[config.mk]
export PLATFORM = sky130hd
export DESIGN_NAME = vector_mem_sequencer_flat
export DESIGN_NICKNAME = d
export VERILOG_FILES = /design/src/rtl/vec_seq_pkg.sv /design/src/rtl/vector_mem_sequencer_if.sv /design/src/rtl/vector_lane_buffer.sv /design/src/rtl/vector_mem_sequencer.sv /design/src/flat_wrapper.sv
export SDC_FILE = /design/constraint.sdc
export NUM_CORES = 2
export LEC_CHECK = 0
export ABC_AREA = 1
export CAP_MARGIN = 25
export CORE_AREA = 2 2 253 255
export CTS_BUF_LIST = sky130_fd_sc_hd__clkbuf_2
export DETAILED_ROUTE_END_ITERATION = 10
export DIE_AREA = 0 0 255 257
export MAX_ROUTING_LAYER = met4
export PLACE_DENSITY = 0.7
export RECOVER_POWER = 25
export SLEW_MARGIN = 20
export SYNTH_ARGS = -nofsm -noshare
export SYNTH_HDL_FRONTEND = slang
export SYNTH_SLANG_ARGS = --single-unit
[constraint.sdc]
create_clock -name clk -period 19.4 [get_ports clk]
set_input_delay 1.94 -clock clk [delete_from_list [all_inputs] [get_ports clk]]
set_output_delay 1.94 -clock clk [all_outputs]
set_load 0.02 [all_outputs]
[src/rtl/vec_seq_pkg.sv]
// Shared types and constants for the vector memory sequencer.
package vec_seq_pkg;
  typedef enum logic [2:0] {IDLE, STORE, LOAD, DRAIN, COMMIT} state_e;
  localparam int BEATS  = 8;
  localparam int LANE_W = $clog2(BEATS);
endpackage

[src/rtl/vector_mem_sequencer_if.sv]
// Request, scalar memory and vector register file signals of the sequencer.
interface vector_mem_sequencer_if #(parameter int N = 32, parameter int V = 256, parameter int R = 5);
  logic         start;
  logic         is_store;
  logic [N-1:0] base_addr;
  logic [R-1:0] wa3;
  logic [V-1:0] store_data;
  logic         stall;
  logic         done;
  logic [N-1:0] mem_addr;
  logic         mem_we;
  logic [N-1:0] mem_wd;
  logic [N-1:0] mem_rd;
  logic         vwe;
  logic [R-1:0] vwa;
  logic [V-1:0] vwd;

  modport master (output start, is_store, base_addr, wa3, store_data, mem_rd,
                  input  stall, done, mem_addr, mem_we, mem_wd, vwe, vwa, vwd);
  modport slave  (input  start, is_store, base_addr, wa3, store_data, mem_rd,
                  output stall, done, mem_addr, mem_we, mem_wd, vwe, vwa, vwd);
endinterface

[src/rtl/vector_lane_buffer.sv]
// Vector assembly register: one N-bit lane per beat, per-lane write enable, sync clear.
module vector_lane_buffer import vec_seq_pkg::*; #(
  parameter int N = 32,
  parameter int V = 256
) (
  input  logic             clk,
  input  logic             rst,
  input  logic             clr,
  input  logic [BEATS-1:0] we,
  input  logic [N-1:0]     wd,
  output logic [V-1:0]     q
);
  logic [BEATS-1:0][N-1:0] lane_q, lane_d;

  always_comb begin
    lane_d = lane_q;
    for (int i = 0; i < BEATS; i++) begin
      if (clr)        lane_d[i] = '0;
      else if (we[i]) lane_d[i] = wd;
    end
  end

  always_ff @(posedge clk or posedge rst) begin
    if (rst) lane_q <= '0;
    else     lane_q <= lane_d;
  end

  assign q = lane_q;
endmodule

[src/rtl/vector_mem_sequencer.sv]
// Splits one vector load/store into BEATS word accesses on a scalar memory port.
module vector_mem_sequencer import vec_seq_pkg::*; #(
  parameter int N = 32,
  parameter int V = 256,
  parameter int R = 5
) (
  input logic                   clk,
  input logic                   rst,
  vector_mem_sequencer_if.slave bus
);
  state_e              state_q, state_d;
  logic [LANE_W-1:0]   cnt_q, cnt_d;
  logic                is_store_q, is_store_d;
  logic [N-1:0]        base_q, base_d;
  logic [R-1:0]        wa3_q, wa3_d;
  logic [V-1:0]        sd_q, sd_d;
  logic                accept;
  logic [BEATS-1:0]    lane_we;
  logic [V-1:0]        lanes;

  assign accept = (state_q == IDLE) && bus.start;

  always_comb begin
    state_d    = state_q;
    cnt_d      = cnt_q;
    is_store_d = is_store_q;
    base_d     = base_q;
    wa3_d      = wa3_q;
    sd_d       = sd_q;
    case (state_q)
      IDLE: if (bus.start) begin
        state_d    = bus.is_store ? STORE : LOAD;
        cnt_d      = '0;
        is_store_d = bus.is_store;
        base_d     = {bus.base_addr[N-1:2], 2'b00};
        wa3_d      = bus.wa3;
        sd_d       = bus.store_data;
      end
      STORE: begin
        cnt_d = cnt_q + LANE_W'(1);
        if (cnt_q == LANE_W'(BEATS-1)) state_d = COMMIT;
      end
      LOAD: begin
        cnt_d = cnt_q + LANE_W'(1);
        if (cnt_q == LANE_W'(BEATS-1)) state_d = DRAIN;
      end
      DRAIN:   state_d = COMMIT;
      COMMIT:  state_d = IDLE;
      default: state_d = IDLE;
    endcase
  end

  always_ff @(posedge clk or posedge rst) begin
    if (rst) begin
      state_q    <= IDLE;
      cnt_q      <= '0;
      is_store_q <= 1'b0;
      base_q     <= '0;
      wa3_q      <= '0;
      sd_q       <= '0;
    end else begin
      state_q    <= state_d;
      cnt_q      <= cnt_d;
      is_store_q <= is_store_d;
      base_q     <= base_d;
      wa3_q      <= wa3_d;
      sd_q       <= sd_d;
    end
  end

  // Read data trails its address by one cycle, so beat cnt-1 lands while cnt is issued.
  always_comb begin
    lane_we = '0;
    if (state_q == LOAD && cnt_q != '0) lane_we[cnt_q - LANE_W'(1)] = 1'b1;
    else if (state_q == DRAIN)          lane_we[BEATS-1] = 1'b1;
  end

  vector_lane_buffer #(.N(N), .V(V)) u_buf (
    .clk(clk), .rst(rst), .clr(accept), .we(lane_we), .wd(bus.mem_rd), .q(lanes)
  );

  assign bus.stall    = (state_q inside {STORE, LOAD, DRAIN}) || (accept && !rst);
  assign bus.mem_we   = (state_q == STORE);
  assign bus.mem_addr = (state_q inside {STORE, LOAD}) ? base_q + N'({cnt_q, 2'b00}) : '0;
  assign bus.mem_wd   = (state_q == STORE) ? sd_q[int'(cnt_q)*N +: N] : '0;
  assign bus.done     = (state_q == COMMIT);
  assign bus.vwe      = (state_q == COMMIT) && !is_store_q;
  assign bus.vwa      = bus.vwe ? wa3_q : '0;
  assign bus.vwd      = bus.vwe ? lanes : '0;
endmodule

[src/flat_wrapper.sv]
// flat-port wrapper written by rule: the top's interface ports become plain ports
module vector_mem_sequencer_flat import vec_seq_pkg::*;
#(
  parameter int N = 32,
  parameter int V = 256,
  parameter int R = 5
)
  (clk, rst, bus_start, bus_is_store, bus_base_addr, bus_wa3, bus_store_data, bus_mem_rd, bus_stall, bus_done, bus_mem_addr, bus_mem_we, bus_mem_wd, bus_vwe, bus_vwa, bus_vwd);
  vector_mem_sequencer_if #(.N(N), .V(V), .R(R)) bus_i ();
  input logic clk;
  input logic rst;
  input wire logic [$bits(bus_i.start)-1:0] bus_start;
  input wire logic [$bits(bus_i.is_store)-1:0] bus_is_store;
  input wire logic [$bits(bus_i.base_addr)-1:0] bus_base_addr;
  input wire logic [$bits(bus_i.wa3)-1:0] bus_wa3;
  input wire logic [$bits(bus_i.store_data)-1:0] bus_store_data;
  input wire logic [$bits(bus_i.mem_rd)-1:0] bus_mem_rd;
  output wire logic [$bits(bus_i.stall)-1:0] bus_stall;
  output wire logic [$bits(bus_i.done)-1:0] bus_done;
  output wire logic [$bits(bus_i.mem_addr)-1:0] bus_mem_addr;
  output wire logic [$bits(bus_i.mem_we)-1:0] bus_mem_we;
  output wire logic [$bits(bus_i.mem_wd)-1:0] bus_mem_wd;
  output wire logic [$bits(bus_i.vwe)-1:0] bus_vwe;
  output wire logic [$bits(bus_i.vwa)-1:0] bus_vwa;
  output wire logic [$bits(bus_i.vwd)-1:0] bus_vwd;
  assign bus_i.start = bus_start;
  assign bus_i.is_store = bus_is_store;
  assign bus_i.base_addr = bus_base_addr;
  assign bus_i.wa3 = bus_wa3;
  assign bus_i.store_data = bus_store_data;
  assign bus_i.mem_rd = bus_mem_rd;
  assign bus_stall = bus_i.stall;
  assign bus_done = bus_i.done;
  assign bus_mem_addr = bus_i.mem_addr;
  assign bus_mem_we = bus_i.mem_we;
  assign bus_mem_wd = bus_i.mem_wd;
  assign bus_vwe = bus_i.vwe;
  assign bus_vwa = bus_i.vwa;
  assign bus_vwd = bus_i.vwd;
  vector_mem_sequencer #(.N(N), .V(V), .R(R)) u_core (.clk(clk), .rst(rst), .bus(bus_i));
endmodule
==> flow_summary.ini <==
[critical_path]
r2r_slack_ps = 9440
critPathSlowestCell = clkbuf_1
reg2reg_to = u_core.u_buf.q[98]$_DFFE_PP0P_
end_kind = register
cpPeakStageDelay_ps = 5470
worstPathMaxFanout = 166
reg2regPathDepth = 5
path_buf_inv = 2
path_class = in -> reg
cp-start-kind = input pin
r2r_start = u_core.state_q[2]$_DFFE_PP0P_
path_delay_family = buffers and inverters
cp.arrival_ps = 11520
critical_path_required_ps = 20550
path_cells = dlygate4sd3_1 > nand3_1 > clkbuf_1 > nand2_1 > o21ai_1

[floorplan]
die_h_um = 257
die_w_um = 255
coreArea_um2 = 62700
ios = 658
design.die.area_um2 = 65500
rows = 92
initial_core_util = 0.425

[grt]
track_usage = 0.294
grt_pass1_vias = 24500
grt_pass1_wl_mm = 142
grt_max_degree = 200
grt.overflow.total = 0
antenna_found_initial = 41

[detailed_routing]
wirelength_mm = 93.5
first_pass_iters = 5
drt.antenna.violating_nets = 0
via_per_inst = 4.95
drt_iter0_drc = 1866
drc = 0
vias = 25100
wl_per_cell_um = 18.5

[clock_network]
postCtsHoldBufs = 0
cts.repair.resized = 0
insertion_delay_ps = 1320
cts_buffers = 148
postCtsSetupRepairBufs = 0
cts_tree = built
clockBufferDepth = 3
htree_num_levels = 4
clk_pin_slew_ps = 90
cts.sinks = 554
clockRootBuffer = clkbuf_2

[placement]
place_hpwl_mm = 63.3
io_buffers = 653
place_congestion = 0.910

[worst_hold_path]
min_to = u_core.sd_q[140]$_DFFE_PP0P_
min_path_type = reg -> reg
min_from = u_core.sd_q[140]$_DFFE_PP0P_
worstHoldPathCells = 2

[timing]
setup_viol = 0
max_slew_margin = -4.21
clock_skew_ps = 99.0
final_max_slew_viol_count = 720
setup_tns_ps = 0
tightest_slew_ps = 7810
fmax_mhz = 96.5
hold_violations = 0
fin_crit_sh = 0.534
rsz0062_at_grt = no
fin_crit_ps = 10360

[cells_and_area]
nets = 4427
syn2layout_area_growth_pct = 29.8
nFillCells = 6107
drive_gt1_frac = 0.0653

[pwr]
totalPowerFinal_mw = 4.86
vdd_drop_max_uv = 112
p_leak_nw = 15.8
p_per_area_nw_per_um2 = 140

[job]
max-cap-violations = 8

[yosys]
ys_seq_elements = 554
synth_cell_types = 34
ys_seq_area_frac = 0.520
synthCells = 3490
ys_warn_count = 0
synth_area_um2 = 26700
postSynthAreaPerCell_um2 = 7.64

[outcome]
status = finished with violations
failed_checks = max-capacitance violations, max-slew violations
## tightest hold or removal path, cell delays in order, from the launching register on
cell	delay, ps
dfrtp_1	350
nand2_1	50
nand2_1	50
## kinds of logic after synthesis
kind of cell,Yosys count,share of synthesized area
fa+ha+maj,8,0.00403
xor+xnor,3,0.000985
buf+inv,630,0.102
flops,554,0.520
simple gates,1765,0.269
compound gates,529,0.104
other cells,1,0.000141
## state kept, by name, indices dropped and copies added, names as in the netlist
signal             cells
u_core.sd_q          256
u_core.u_buf.q       256
u_core.state_q         3
u_core.is_store_q      1
u_core.base_q         30
u_core.cnt_q           3
u_core.wa3_q           5
## worst max path at each step
| stage | end | startpoint | cells past startpoint |
|---|---|---|---|
| 2_1_floorplan | u_core.base_q[10]$_DFFE_PP0P_ | rst | 1 |
| 3_3_place_gp | bus_stall | rst | 5 |
| 3_5_place_dp | bus_stall | rst | 5 |
| 4_1_cts | bus_vwd[242] | u_core.state_q[2]$_DFFE_PP0P_ | 7 |
| 5_1_grt | u_core.cnt_q[2]$_DFFE_PP0P_ | bus_start | 7 |
| 6_report | u_core.u_buf.q[98]$_DFFE_PP0P_ | bus_start | 5 |
## cell usage in the layout (no fill, tap or decap), types with 8 or more instances in the layout
master	instances
nand2_1	968
clkdlybuf4s50_1	651
dfrtp_1	551
nor2_1	460
inv_1	393
nand3_1	309
o21ai_0	221
clkbuf_2	216
o21ai_1	190
a21oi_1	47
diode_2	39
o22ai_1	35
o211ai_1	32
clkinv_1	14
buf_4	13
nand2_4	10
inv_2	8
## Yosys cell counts
cell        n  area [um^2]
a21boi_0    1         7.51
a21oi_1    47          235
a31oi_1     2         12.5
and2_1      1         6.26
buf_1       8         30.0
buf_2     138          691
buf_4      31          233
buf_6       8         90.1
clkbuf_1   44          165
conb_1      1         3.75
dfrtp_1   554        13900
fa_1        1         20.0
ha_1        7         87.6
inv_1     394         1480
inv_2       6         22.5
inv_4       1         6.26
nand2_1   968         3630
nand2_4    10          113
nand3_1   308         1540
nand3_2     2         20.0
nand3b_1    3         22.5
nor2_1    460         1730
nor2_2      1         6.26
nor2_4      3         33.8
nor2_8      2         40.0
nor3_1      5         25.0
nor3_2      1         10.0
o211ai_1   32          240
o21ai_0   221         1110
o21ai_1   190          951
o22ai_1    35          219
o31ai_1     1         7.51
or2_1       1         6.26
xnor2_1     3         26.3
## stage by stage
stage | hold slack (ps) | setup slack, ps | cell area (um^2) | utilization | std cells
2_1_floorplan | 444 | 1950 | 26700 | - | 3491
3_3_place_gp | 457 | 13090 | 33300 | 0.531 | 4783
3_5_place_dp | 460 | 13120 | 33300 | 0.531 | 4783
4_1_cts | 483 | 12400 | 34500 | 0.550 | 5023
5_1_grt | 494 | 8260 | 34600 | 0.552 | 5064
6_report | 480 | 9040 | 34600 | 0.552 | 5065
## layout make-up
type | count | area, um^2 | area share
Antenna cell | 39 | 97.6 | 0.00282
Clock buffer | 216 | 1080 | 0.0312
Tap cell | 846 | 1060 | 0.0306
Inverter | 401 | 1510 | 0.0437
Multi-Input combinational cell | 2307 | 10100 | 0.292
Timing Repair Buffer | 678 | 6780 | 0.196
Clock inverter | 24 | 133 | 0.00383
Sequential cell | 554 | 13900 | 0.401
## power breakdown
part | total, mW | internal [mW] | switching, mW
sequential | 1.91 | 1.63 | 0.273
clock | 0.795 | 0.305 | 0.490
combinational | 2.16 | 0.752 | 1.40
total | 4.86 | 2.69 | 2.17
## layer usage
layer | vias to the layer above | part of all wire | track usage
li1 | 12300 | - | -
met1 | 11600 | 0.39 | 0.331
met2 | 957 | 0.47 | 0.458
met3 | 212 | 0.091 | 0.0975
met4 | 0 | 0.051 | 0.167
met5 | - | 0 | -
No activity file was read; power rests on OpenSTA's default activity.
